File: src/rtl/usb_cmd_decoder.sv
`timescale 1ns/1ps
// usb_cmd_decoder
// Framed command parser placed behind the FT2232 FIFO bridge. It reads host
// bytes from the IN FIFO, decodes echo / register write / register read
// requests and writes response frames into the OUT FIFO. Malformed frames
// get exactly one NAK response. Owns an 8-bit register file exported flat.
//
// Request : A5 CMD LEN payload[LEN] CHK   (CHK = XOR of CMD, LEN, payload)
// Response: 5A RCMD RLEN payload[RLEN] RCHK
//
// Ports:
//   clk_i               application clock, rising edge
//   reset_i             synchronous active-high reset
//   rd_in_fifo_en_o     IN FIFO read strobe (data valid the next cycle)
//   rd_in_fifo_data_i   IN FIFO read data
//   rd_in_fifo_empty_i  IN FIFO empty
//   wr_out_fifo_en_o    OUT FIFO write strobe
//   wr_out_fifo_data_o  OUT FIFO write data
//   wr_out_fifo_full_i  OUT FIFO full
//   regs_o              register file, reg n at [8n+7:8n]
//   frame_err_o         one-cycle pulse as each NAK header byte is written
//
// Optional build macro: CMD_TIMEOUT_EN enables the inter-byte timeout
// (NAK 0x05 after TIMEOUT_CYCLES idle cycles mid-frame).
module usb_cmd_decoder #(
  parameter int unsigned NUM_REGS       = 16,
  parameter int unsigned MAX_PAYLOAD    = 16,
  parameter int unsigned TIMEOUT_CYCLES = 1000000
) (
  input  logic                  clk_i,
  input  logic                  reset_i,
  output logic                  rd_in_fifo_en_o,
  input  logic [7:0]            rd_in_fifo_data_i,
  input  logic                  rd_in_fifo_empty_i,
  output logic                  wr_out_fifo_en_o,
  output logic [7:0]            wr_out_fifo_data_o,
  input  logic                  wr_out_fifo_full_i,
  output logic [NUM_REGS*8-1:0] regs_o,
  output logic                  frame_err_o
);

  localparam int unsigned AW = (NUM_REGS > 1) ? $clog2(NUM_REGS) : 1;
  localparam int unsigned BW = (MAX_PAYLOAD > 1) ? $clog2(MAX_PAYLOAD) : 1;

  typedef enum logic [2:0] {
    S_HUNT, S_CMD, S_LEN, S_PAYLOAD, S_CHK, S_EXEC, S_RSP
  } state_t;

  state_t      state_q, state_d;
  logic        vld_q;                // IN FIFO data is valid this cycle
  logic [7:0]  cmd_q, len_q, chk_q, cnt_q;
  logic [7:0]  buf_q  [MAX_PAYLOAD];
  logic [7:0]  regs_q [NUM_REGS];
  logic [7:0]  rcmd_q, rlen_q, txchk_q;
  logic [8:0]  ridx_q;
  logic [8:0]  rlast;
  logic [7:0]  rsp_byte;
  logic [BW-1:0] pidx;
  logic [AW-1:0] addr;
  logic        addr_ok;
  logic        rx_state, frame_state;
  logic        err_go, ok_go, reg_wr;
  logic [7:0]  err_code, ok_rlen;
  logic        to_hit;

  assign rx_state    = (state_q == S_HUNT) || (state_q == S_CMD) || (state_q == S_LEN) ||
                       (state_q == S_PAYLOAD) || (state_q == S_CHK);
  assign frame_state = rx_state && (state_q != S_HUNT);
  assign addr        = AW'(buf_q[0]);
  assign addr_ok     = 32'(buf_q[0]) < NUM_REGS;
  assign rlast       = {1'b0, rlen_q} + 9'd3;
  assign pidx        = BW'(ridx_q - 9'd3);

`ifdef CMD_TIMEOUT_EN
  logic [31:0] to_q;

  always_ff @(posedge clk_i) begin
    if (reset_i) begin
      to_q <= '0;
    end else if (frame_state && !vld_q) begin
      to_q <= to_q + 32'd1;
    end else begin
      to_q <= '0;
    end
  end

  assign to_hit = frame_state && !vld_q && (to_q >= TIMEOUT_CYCLES);
`else
  assign to_hit = 1'b0;
`endif

  // State register
  always_ff @(posedge clk_i) begin
    if (reset_i) state_q <= S_HUNT;
    else         state_q <= state_d;
  end

  // Next-state and response-launch decisions
  always_comb begin
    state_d  = state_q;
    err_go   = 1'b0;
    err_code = '0;
    ok_go    = 1'b0;
    ok_rlen  = '0;
    reg_wr   = 1'b0;
    case (state_q)
      S_HUNT: if (vld_q && rd_in_fifo_data_i == 8'hA5) state_d = S_CMD;
      S_CMD: begin
        if (vld_q)       state_d = S_LEN;
        else if (to_hit) begin err_go = 1'b1; err_code = 8'h05; end
      end
      S_LEN: begin
        if (vld_q) begin
          if (32'(rd_in_fifo_data_i) > MAX_PAYLOAD) begin
            err_go = 1'b1; err_code = 8'h03;
          end else if (rd_in_fifo_data_i == 8'h00) begin
            state_d = S_CHK;
          end else begin
            state_d = S_PAYLOAD;
          end
        end else if (to_hit) begin
          err_go = 1'b1; err_code = 8'h05;
        end
      end
      S_PAYLOAD: begin
        if (vld_q) begin
          if (cnt_q == len_q - 8'd1) state_d = S_CHK;
        end else if (to_hit) begin
          err_go = 1'b1; err_code = 8'h05;
        end
      end
      S_CHK: begin
        if (vld_q) begin
          if (rd_in_fifo_data_i != chk_q) begin err_go = 1'b1; err_code = 8'h01; end
          else                              state_d = S_EXEC;
        end else if (to_hit) begin
          err_go = 1'b1; err_code = 8'h05;
        end
      end
      S_EXEC: begin
        case (cmd_q)
          8'h01: begin ok_go = 1'b1; ok_rlen = len_q; end
          8'h02: begin
            if (len_q != 8'd2)  begin err_go = 1'b1; err_code = 8'h03; end
            else if (!addr_ok)  begin err_go = 1'b1; err_code = 8'h04; end
            else                begin ok_go = 1'b1; reg_wr = 1'b1; end
          end
          8'h03: begin
            if (len_q != 8'd1)  begin err_go = 1'b1; err_code = 8'h03; end
            else if (!addr_ok)  begin err_go = 1'b1; err_code = 8'h04; end
            else                begin ok_go = 1'b1; ok_rlen = 8'd1; end
          end
          default: begin err_go = 1'b1; err_code = 8'h02; end
        endcase
      end
      S_RSP: if (wr_out_fifo_en_o && ridx_q == rlast) state_d = S_HUNT;
      default: state_d = S_HUNT;
    endcase
    if (err_go || ok_go) state_d = S_RSP;
  end

  // Outputs; reset_i gates the strobes so nothing moves during reset
  always_comb begin
    rd_in_fifo_en_o    = !reset_i && rx_state && !rd_in_fifo_empty_i && !vld_q && !to_hit;
    wr_out_fifo_en_o   = !reset_i && (state_q == S_RSP) && !wr_out_fifo_full_i;
    wr_out_fifo_data_o = (!reset_i && state_q == S_RSP) ? rsp_byte : 8'h00;
    frame_err_o        = wr_out_fifo_en_o && (ridx_q == 9'd0) && (rcmd_q == 8'hFF);
  end

  always_comb begin
    if (ridx_q == 9'd0)      rsp_byte = 8'h5A;
    else if (ridx_q == 9'd1) rsp_byte = rcmd_q;
    else if (ridx_q == 9'd2) rsp_byte = rlen_q;
    else if (ridx_q == rlast) rsp_byte = txchk_q;
    else                     rsp_byte = buf_q[pidx];
  end

  // Parser datapath and register file. The response checksum is
  // accumulated over bytes as they leave, so every response kind shares it.
  always_ff @(posedge clk_i) begin
    if (reset_i) begin
      vld_q   <= 1'b0;
      cmd_q   <= '0;
      len_q   <= '0;
      chk_q   <= '0;
      cnt_q   <= '0;
      rcmd_q  <= '0;
      rlen_q  <= '0;
      txchk_q <= '0;
      ridx_q  <= '0;
      for (int unsigned i = 0; i < NUM_REGS; i++) regs_q[i] <= '0;
    end else begin
      vld_q <= rd_in_fifo_en_o;
      if (vld_q) begin
        case (state_q)
          S_CMD:     begin cmd_q <= rd_in_fifo_data_i; chk_q <= rd_in_fifo_data_i; end
          S_LEN:     begin len_q <= rd_in_fifo_data_i; chk_q <= chk_q ^ rd_in_fifo_data_i; cnt_q <= '0; end
          S_PAYLOAD: begin chk_q <= chk_q ^ rd_in_fifo_data_i; cnt_q <= cnt_q + 8'd1; end
          default: ;
        endcase
      end
      if (reg_wr) regs_q[addr] <= buf_q[1];
      if (err_go || ok_go) begin
        rcmd_q  <= err_go ? 8'hFF : (cmd_q | 8'h80);
        rlen_q  <= err_go ? 8'h01 : ok_rlen;
        ridx_q  <= '0;
        txchk_q <= '0;
      end else if (wr_out_fifo_en_o) begin
        ridx_q <= ridx_q + 9'd1;
        if (ridx_q != 9'd0 && ridx_q != rlast) txchk_q <= txchk_q ^ rsp_byte;
      end
    end
  end

  // Payload buffer doubles as response payload storage (NAK code, read data)
  always_ff @(posedge clk_i) begin
    if (vld_q && state_q == S_PAYLOAD) buf_q[BW'(cnt_q)] <= rd_in_fifo_data_i;
    if (err_go)                          buf_q[0] <= err_code;
    else if (ok_go && cmd_q == 8'h03)    buf_q[0] <= regs_q[addr];
  end

  always_comb begin
    regs_o = '0;
    for (int unsigned i = 0; i < NUM_REGS; i++) regs_o[8*i +: 8] = regs_q[i];
  end

endmodule

File: config.mk
export PLATFORM = sky130hd
export DESIGN_NAME = usb_cmd_decoder
export DESIGN_NICKNAME = d
export VERILOG_FILES = /design/src/rtl/usb_cmd_decoder.sv
export SDC_FILE = /design/constraint.sdc
export NUM_CORES = 1
export LEC_CHECK = 0
export CORE_ASPECT_RATIO = 0.7
export CORE_MARGIN = 1
export CORE_UTILIZATION = 36
export DETAILED_ROUTE_END_ITERATION = 8
export GPL_TIMING_DRIVEN = 0
export PLACE_DENSITY = 0.6
export RECOVER_POWER = 100
export SLEW_MARGIN = 30
export SYNTH_ARGS = -nofsm -noshare
export SYNTH_HDL_FRONTEND = slang
export SYNTH_SLANG_ARGS = --single-unit
File: constraint.sdc
create_clock -name clk_i -period 5.6 [get_ports clk_i]
set_input_delay 1.12 -clock clk_i [delete_from_list [all_inputs] [get_ports clk_i]]
set_output_delay 1.12 -clock clk_i [all_outputs]
set_load 0.02 [all_outputs]
==> reports/metrics.csv, run 1 <==
stage;metric;value;unit
power_and_ir_drop;Power Total;5.37;mW
placed_design;HPWL Detailed;33100;um
critical_path;buffers plus inverters on the worst setup path;8;
critical_path;reg2reg start;buf_q[0][6];
critical_path;kind of critical path;register to output port;
power_and_ir_drop;Cell Pwr Density;292;nW/um^2
synth;Post-synth EDFFs;256;
floorplanning;DIE AREA;43300;sq um
floorplanning;die width;248;um
timing;relative slew slack;13.7;%
clocking;worst skew pair latency;0.55;ns
synth;ys flop type;edfxtp_1;
power_and_ir_drop;leakage;6.12;nW
timing;Setup TNS Final;0;ns
hold_path;Hold WC Path Type;register to register;
finish;post-route cell area;18400;sq um
timing;Final setup viols;0;
run_status;violated checks;design-rule violations;
drt;Routed Antenna Nets;0;
critical_path;Critical Path Start;ridx_q[0];
drt;detail-routed via count per cell;5.53;
global_route;first-pass GRT wire length;66100;um
timing;RSZ-0062 raised after global routing;false;
drt;# DRC;1;
clocking;CTS max path bufs;3;
critical_path;CP startpoint kind;register;
run_status;status;complete, but fails checks;
flow_run;Max Cap Violations;0;
critical_path;critical path, cell by cell;buf_6 -> buf_6 -> clkbuf_8 -> inv_1 -> ha_4 -> clkbuf_4 -> clkbuf_4 -> mux4_2 -> mux2i_1 -> mux2i_2 -> buf_4 -> mux2i_1 -> a221oi_1 -> dlygate4sd2_1;
clocking;CTS Root Buffer Type;clkbuf_16;
critical_path;CP Capture Point;wr_out_fifo_data_o[4];
global_route;All-Layer GR Usage;20.8;%
placed_design;I/O Buffers;142;
placed_design;Placed Area;17400;sq um
finish;P&R area growth vs syn;20.4;%
clocking;clock-pin slew on the worst setup and hold paths;0.06;ns
floorplanning;initial core utilization;36.9;%
drt;drt total wl;44800;um
clocking;CTS tree;yes;
synth;asr flop ratio synth;0;%
floorplanning;core area;41400;sq um
drt;Detailed Routing Iterations Pass 1;7;
drt;Starting DRT DRC Count;961;
floorplanning;# rows;62;
critical_path;reg2reg path depth;8;
critical_path;Worst setup EP type;output port;
synth;Netlist cell types;69;
synth;Syn Area/Cell;13.3;sq um
critical_path;r2r setup slk;0.69;ns
global_route;number of antenna violations at the first check in global routing;1;
timing;Final period util;96.0;%
finish;fin nets;1355;
critical_path;CP max stage delay;0.41;ns
global_route;grt total ovfl;0;
placed_design;Final Wtd Congestion;0.873;
timing;Slew Limit Fails;0;
finish;Antenna Cells;0;
timing;Setup Skew;0.0233;ns
clocking;H-tree level count;2;
critical_path;Slowest-stage cell, CP;dfxtp_1;
timing;final hold violations;0;
finish;share of layout cells above drive strength 1;11.7;%
global_route;number of global-route vias before repair;10000;
synth;sequential element share of the synthesized area;59.3;%
drt;Routed WL per cell;23.6;um
clocking;Clock Sinks;325;
timing;Least-Margin Pin Slew;1.28;ns
synth;Ys Warns;0;
timing;Max Freq;0.186;GHz
synth;Syn Nets;1173;
critical_path;worst path required time;4.48;ns
floorplanning;Die H;174;um
floorplanning;I/O pins;151;
drt;Vias;10500;
synth;Mapped Cells;1152;
synth;Synth Cell Area;15300;sq um
global_route;pin count of the biggest net entering global routing;17;
synth;post-synthesis register bit count;325;
critical_path;Top delay family on crit path;buffers and inverters;
critical_path;Levels on crit path;14;
clocking;Inserted Clock Buffers;34;
critical_path;R2R Path End;regs_q[2][5];
critical_path;crit path DAT;4.26;ns
power_and_ir_drop;VDD IR max;219;uV
critical_path;Crit Path Max Fanout;10;
timing;crit path time final;5.38;ns
-- synth_stat cells, types with 3 or more instances --
cell / instances / share of area [%]
edfxtp_1: 256 / 50
and2_1: 130 / 5.3
nand2_1: 88 / 2.2
nor2_1: 73 / 1.8
mux4_2: 72 / 11
dfxtp_1: 69 / 9.0
clkbuf_1: 56 / 1.4
a21oi_1: 49 / 1.6
mux2i_1: 44 / 2.9
o21ai_0: 37 / 1.2
xnor2_1: 26 / 1.5
or2_2: 18 / 0.74
inv_1: 15 / 0.37
nand3_1: 15 / 0.49
o211ai_1: 13 / 0.64
nand2b_1: 12 / 0.49
xor2_1: 12 / 0.69
nand4_1: 11 / 0.45
nor3_1: 10 / 0.33
buf_1: 9 / 0.22
ha_1: 9 / 0.74
a22oi_1: 8 / 0.39
nor4_1: 8 / 0.33
or3_1: 7 / 0.29
a221oi_1: 6 / 0.34
buf_2: 6 / 0.20
nor2_2: 6 / 0.25
nor2_4: 6 / 0.44
nor3b_1: 6 / 0.29
a211oi_1: 5 / 0.25
a22o_1: 5 / 0.29
o31ai_1: 5 / 0.25
mux2_2: 4 / 0.29
nor2b_1: 4 / 0.16
or4_1: 4 / 0.20
a21o_1: 3 / 0.15
a41oi_1: 3 / 0.17
nor3_2: 3 / 0.20
-- layout make-up --
class,instances,area [sq um]
buffer,71,313
sequential,325,9070
tap,544,681
timing repair buffer,147,1450
inverter,16,60.1
clock buffer,42,901
fill,3785,23000
clock inverter,16,126
multi-input combinational,739,5800
-- metal layers --
layer,routed length (um),GRT usage [%]
met1,21400,32.4
met2,19000,28.4
met3,3760,5.33
met5,0,0
met4,705,4.98
-- layout by cell type (no fill, tap or decap), types with 11 or more instances in the layout --
cell type	n
and2_0	80
xnor2_1	26
nand4_1	11
dfxtp_1	69
dlygate4sd3_1	132
edfxtp_1	256
o21ai_0	36
nor2_1	84
xor2_1	12
o211ai_1	13
clkbuf_1	61
and2_1	50
nor3_1	14
or2_0	16
nand2b_1	12
mux2i_1	38
inv_1	15
mux4_2	72
clkbuf_16	34
nand3_1	15
a21oi_1	49
nand2_1	88
-- through the flow --
stage	hold slack, ns	util [%]	setup WS, ns	instances
3_5_place_dp	0.457	42.0	-2.11	1840
6_report	0.470	44.4	0.223	1900
2_1_floorplan	0.436	-	0.299	1152
5_1_grt	0.487	44.4	0.0121	1900
3_3_place_gp	0.446	42.0	-1.98	1838
4_1_cts	0.466	44.7	0.0455	1899
-- sequential cells by signal (all words and copies together) (netlist names) --
name / flops
buf_q: 128
regs_q: 128
ridx_q: 9
chk_q: 8
cmd_q: 8
cnt_q: 8
len_q: 8
rcmd_q: 8
rlen_q: 8
txchk_q: 8
state_q: 3
vld_q: 1
-- cell families after synthesis --
kind of cell | count (synthesis) | synth area share [%]
XOR/XNOR | 38 | 2.18
buffers and inverters | 88 | 2.26
multiplexers | 120 | 13.8
adder cells (fa/ha/maj) | 9 | 0.737
AND/OR/NAND/NOR | 419 | 15.2
AO/OA/AOI/OAI | 153 | 6.46
flip-flops | 325 | 59.3
-- what timing repair did --
item,in CTS,in global routing
hold endpoints to repair,0,0
endpoints found under the setup margin,16,8
buffers inserted,2,1
hold buffers,0,0
resized for setup,25,7
-- worst min-delay path by stage --
stage | end | cells past startpoint | slack (ns) | from
2_1_floorplan | txchk_q[1] | 1 | 0.44 | txchk_q[1]
3_3_place_gp | txchk_q[1] | 1 | 0.45 | txchk_q[1]
3_5_place_dp | txchk_q[1] | 1 | 0.46 | txchk_q[1]
4_1_cts | txchk_q[1] | 1 | 0.47 | txchk_q[1]
5_1_grt | txchk_q[7] | 1 | 0.49 | txchk_q[7]
6_report | txchk_q[7] | 1 | 0.47 | txchk_q[7]
-- report_power, final --
part           total (mW)  switching (mW)  internal (mW)
clock network        2.17           0.971           1.20
logic               0.483           0.310          0.172
registers            2.72          0.0467           2.67
total                5.37            1.33           4.04
Power figures use the tool's default switching activity.
==> run 2, diff against run 1 <==
REMOVE_ABC_BUFFERS = 1   (was not set)
==> run 2 against run 1 <==
Against the previous run: die area stayed put; power is 3.2% higher; global-route usage is 0.90 points lower; setup slack better by 0.12 ns; routed wire length is 5.6% lower; register-to-register slack worse by 0.23 ns; final area is 0.27% higher; the run now ends clean.
==> reports/metrics.csv, run 2 (same netlist as run 1, synthesis figures left out) <==
stage;metric;value;unit;change
finish;biggest regs;buf_q: 128 flops, regs_q: 128 flops, ridx_q: 9 flops;;
global_route;grt total ovfl;0;;unchanged
timing;relative slew slack;7.30;%;-6.4 points
global_route;pin count of the biggest net entering global routing;50;;+33
clocking;worst skew pair latency;0.54;ns;about the same
power_and_ir_drop;Clock Power Share;42.4;%;+2.0 points
global_route;number of global-route vias before repair;9982;;-0.33%
timing;final hold violations;0;;unchanged
critical_path;R2R Path End;regs_q[3][5];;
floorplanning;Die H;174;um;unchanged
finish;Antenna Cells;0;;unchanged
power_and_ir_drop;Int Power;4.22;mW;+4.4%
power_and_ir_drop;leakage;6.11;nW;about the same
timing;Final setup viols;0;;unchanged
hold_path;Hold WC Path Type;register to register;;
placed_design;Final Wtd Congestion;0.863;;-1.1%
floorplanning;# rows;62;;unchanged
run_status;status;finished clean;;
timing;final hold slack;0.464;ns;-0.00605 ns
drt;Starting DRT DRC Count;835;;-13%
floorplanning;core area;41400;sq um;unchanged
timing;worst setup margin;0.345;ns;+0.122 ns
critical_path;reg2reg start;buf_q[0][7];;
floorplanning;initial core utilization;36.9;%;unchanged
critical_path;worst path required time;4.48;ns;about the same
global_route;number of antenna violations at the first check in global routing;1;;unchanged
critical_path;Worst setup EP type;output port;;
hold_path;Hold Crit Depth;1;;unchanged
clocking;H-tree level count;2;;unchanged
critical_path;kind of critical path;register to output port;;
finish;fin nets;1306;;-3.6%
clocking;Clock Sinks;325;;unchanged
clocking;setup repair bufs after CTS;0;;-2
timing;Least-Margin Pin Slew;1.37;ns;+0.0901 ns
critical_path;reg2reg path depth;7;;-1
clocking;CTS max path bufs;3;;unchanged
clocking;CTS tree;yes;;
placed_design;post-placement setup slack;0.923;ns;+3.03 ns
floorplanning;die width;248;um;unchanged
timing;Slew Limit Fails;0;;unchanged
drt;Detailed Routing Iterations Pass 1;5;;-2
drt;Routed Antenna Nets;0;;unchanged
clocking;number of gates resized after cts;0;;-100%
power_and_ir_drop;P_sw;1.32;mW;-0.66%
flow_run;Max Cap Violations;0;;unchanged
global_route;first-pass GRT wire length;64100;um;-3.1%
power_and_ir_drop;Cell Pwr Density;300;nW/um^2;+2.9%
hold_path;hold path start;txchk_q[3];;
power_and_ir_drop;Seq pwr share;49.4;%;-1.2 points
critical_path;CP startpoint kind;register;;
critical_path;crit path DAT;4.13;ns;-0.13 ns
clocking;clock-pin slew on the worst setup and hold paths;0.06;ns;about the same
placed_design;I/O Buffers;150;;+5.6%
placed_design;HPWL Detailed;30500;um;-7.9%
drt;# DRC;0;;-1
power_and_ir_drop;VDD IR max;187;uV;-14%
power_and_ir_drop;Comb pwr share;8.2;%;-0.8 points
clocking;Hold Buf Count CTS;0;;unchanged
finish;highest-count cells in the layout ignoring fill and taps;256 x edfxtp_1, 139 x dlygate4sd3_1, 88 x nand2_1;;
drt;detail-routed via count per cell;5.48;;-0.80%
critical_path;Crit Path Max Fanout;9;;-1
timing;Max Freq;0.190;GHz;+2.3%
timing;Setup TNS Final;0;ns;unchanged
floorplanning;DIE AREA;43300;sq um;unchanged
finish;P&R area growth vs syn;20.7;%;
finish;commonest non-fill, non-tap cell in the layout;edfxtp_1;;
hold_path;hold endpoint;txchk_q[3];;
critical_path;r2r setup slk;0.46;ns;-0.23 ns
timing;Final period util;93.8;%;-2.2 points
timing;Setup Skew;0.0249;ns;+0.00164 ns
timing;crit path time final;5.25;ns;-0.122 ns
global_route;All-Layer GR Usage;19.9;%;-0.90 points
finish;Final Util;44.5;%;+0.12 points
drt;drt total wl;42300;um;-5.6%
timing;RSZ-0062 raised after global routing;false;;
drt;Vias;10200;;-3.3%
finish;FILL cells;3729;;-1.5%
power_and_ir_drop;sw frac;23.8;%;-0.92 points
drt;Routed WL per cell;22.8;um;-3.2%
floorplanning;I/O pins;151;;unchanged
finish;share of layout cells above drive strength 1;12.3;%;+0.57 points
clocking;Inserted Clock Buffers;34;;unchanged
clocking;CTS Root Buffer Type;clkbuf_16;;
## run 2: worst max-delay path by stage
| stage | start | to | slack (ns) | cells after the start |
|---|---|---|---|---|
| CTS | rlen_q[0] | wr_out_fifo_data_o[3] | 0.40 | 10 |
| finish | rlen_q[0] | wr_out_fifo_data_o[3] | 0.35 | 10 |
| global route | ridx_q[0] | wr_out_fifo_data_o[1] | 0.16 | 8 |
| detailed placement | reset_i | frame_err_o | 0.92 | 7 |
| floorplan | ridx_q[0] | wr_out_fifo_data_o[4] | 0.32 | 7 |
| global placement | ridx_q[0] | wr_out_fifo_data_o[1] | -1.87 | 8 |
## run 2: area by class of cell
cell class	count	area [sq um]	share of cell area, %
clock buffers	40	883	4.79
clock inverters	20	255	1.38
inverters	16	60.1	0.326
multi-input cells	739	5790	31.4
flip-flops and latches	325	9070	49.2
well taps	544	681	3.69
repair buffers	169	1700	9.23
## run 2: metrics by stage
step	instances	area [sq um]	power, mW
after floorplan	1080	15000	3.04
after global placement	1774	17200	3.24
after detailed placement	1791	17400	3.26
after CTS	1851	18600	5.59
after global routing	1853	18400	5.70
final	1853	18400	5.54
## run 2: metal layers
layer / track usage (%) / vias up / share of wire (%)
met2: 27.9 / 329 / 43
met3: 4.32 / 48 / 6.9
li1: - / 4554 / -
met4: 3.63 / 0 / 1.5
met5: 0 / - / 0
met1: 31.4 / 5231 / 48
## run 2: critical path: stages (launching register included)
cell           delay [ns]
dfxtp_1              0.45
inv_1                0.08
ha_1                 0.22
nand3b_1             0.27
nor4b_1              0.29
o21ai_0              0.11
a211o_1              0.36
nor2_2               0.55
mux2i_1              0.19
a221oi_1             0.34
dlygate4sd3_1        0.73
## run 2: power by group through the flow
stage | combinational (mW) | sequential, mW | clock [mW]
after floorplan | 0.226 | 2.82 | 0
after global placement | 0.441 | 2.80 | 0
after detailed placement | 0.469 | 2.79 | 0
after CTS | 0.471 | 2.74 | 2.37
after global routing | 0.496 | 2.74 | 2.46
final | 0.456 | 2.74 | 2.35
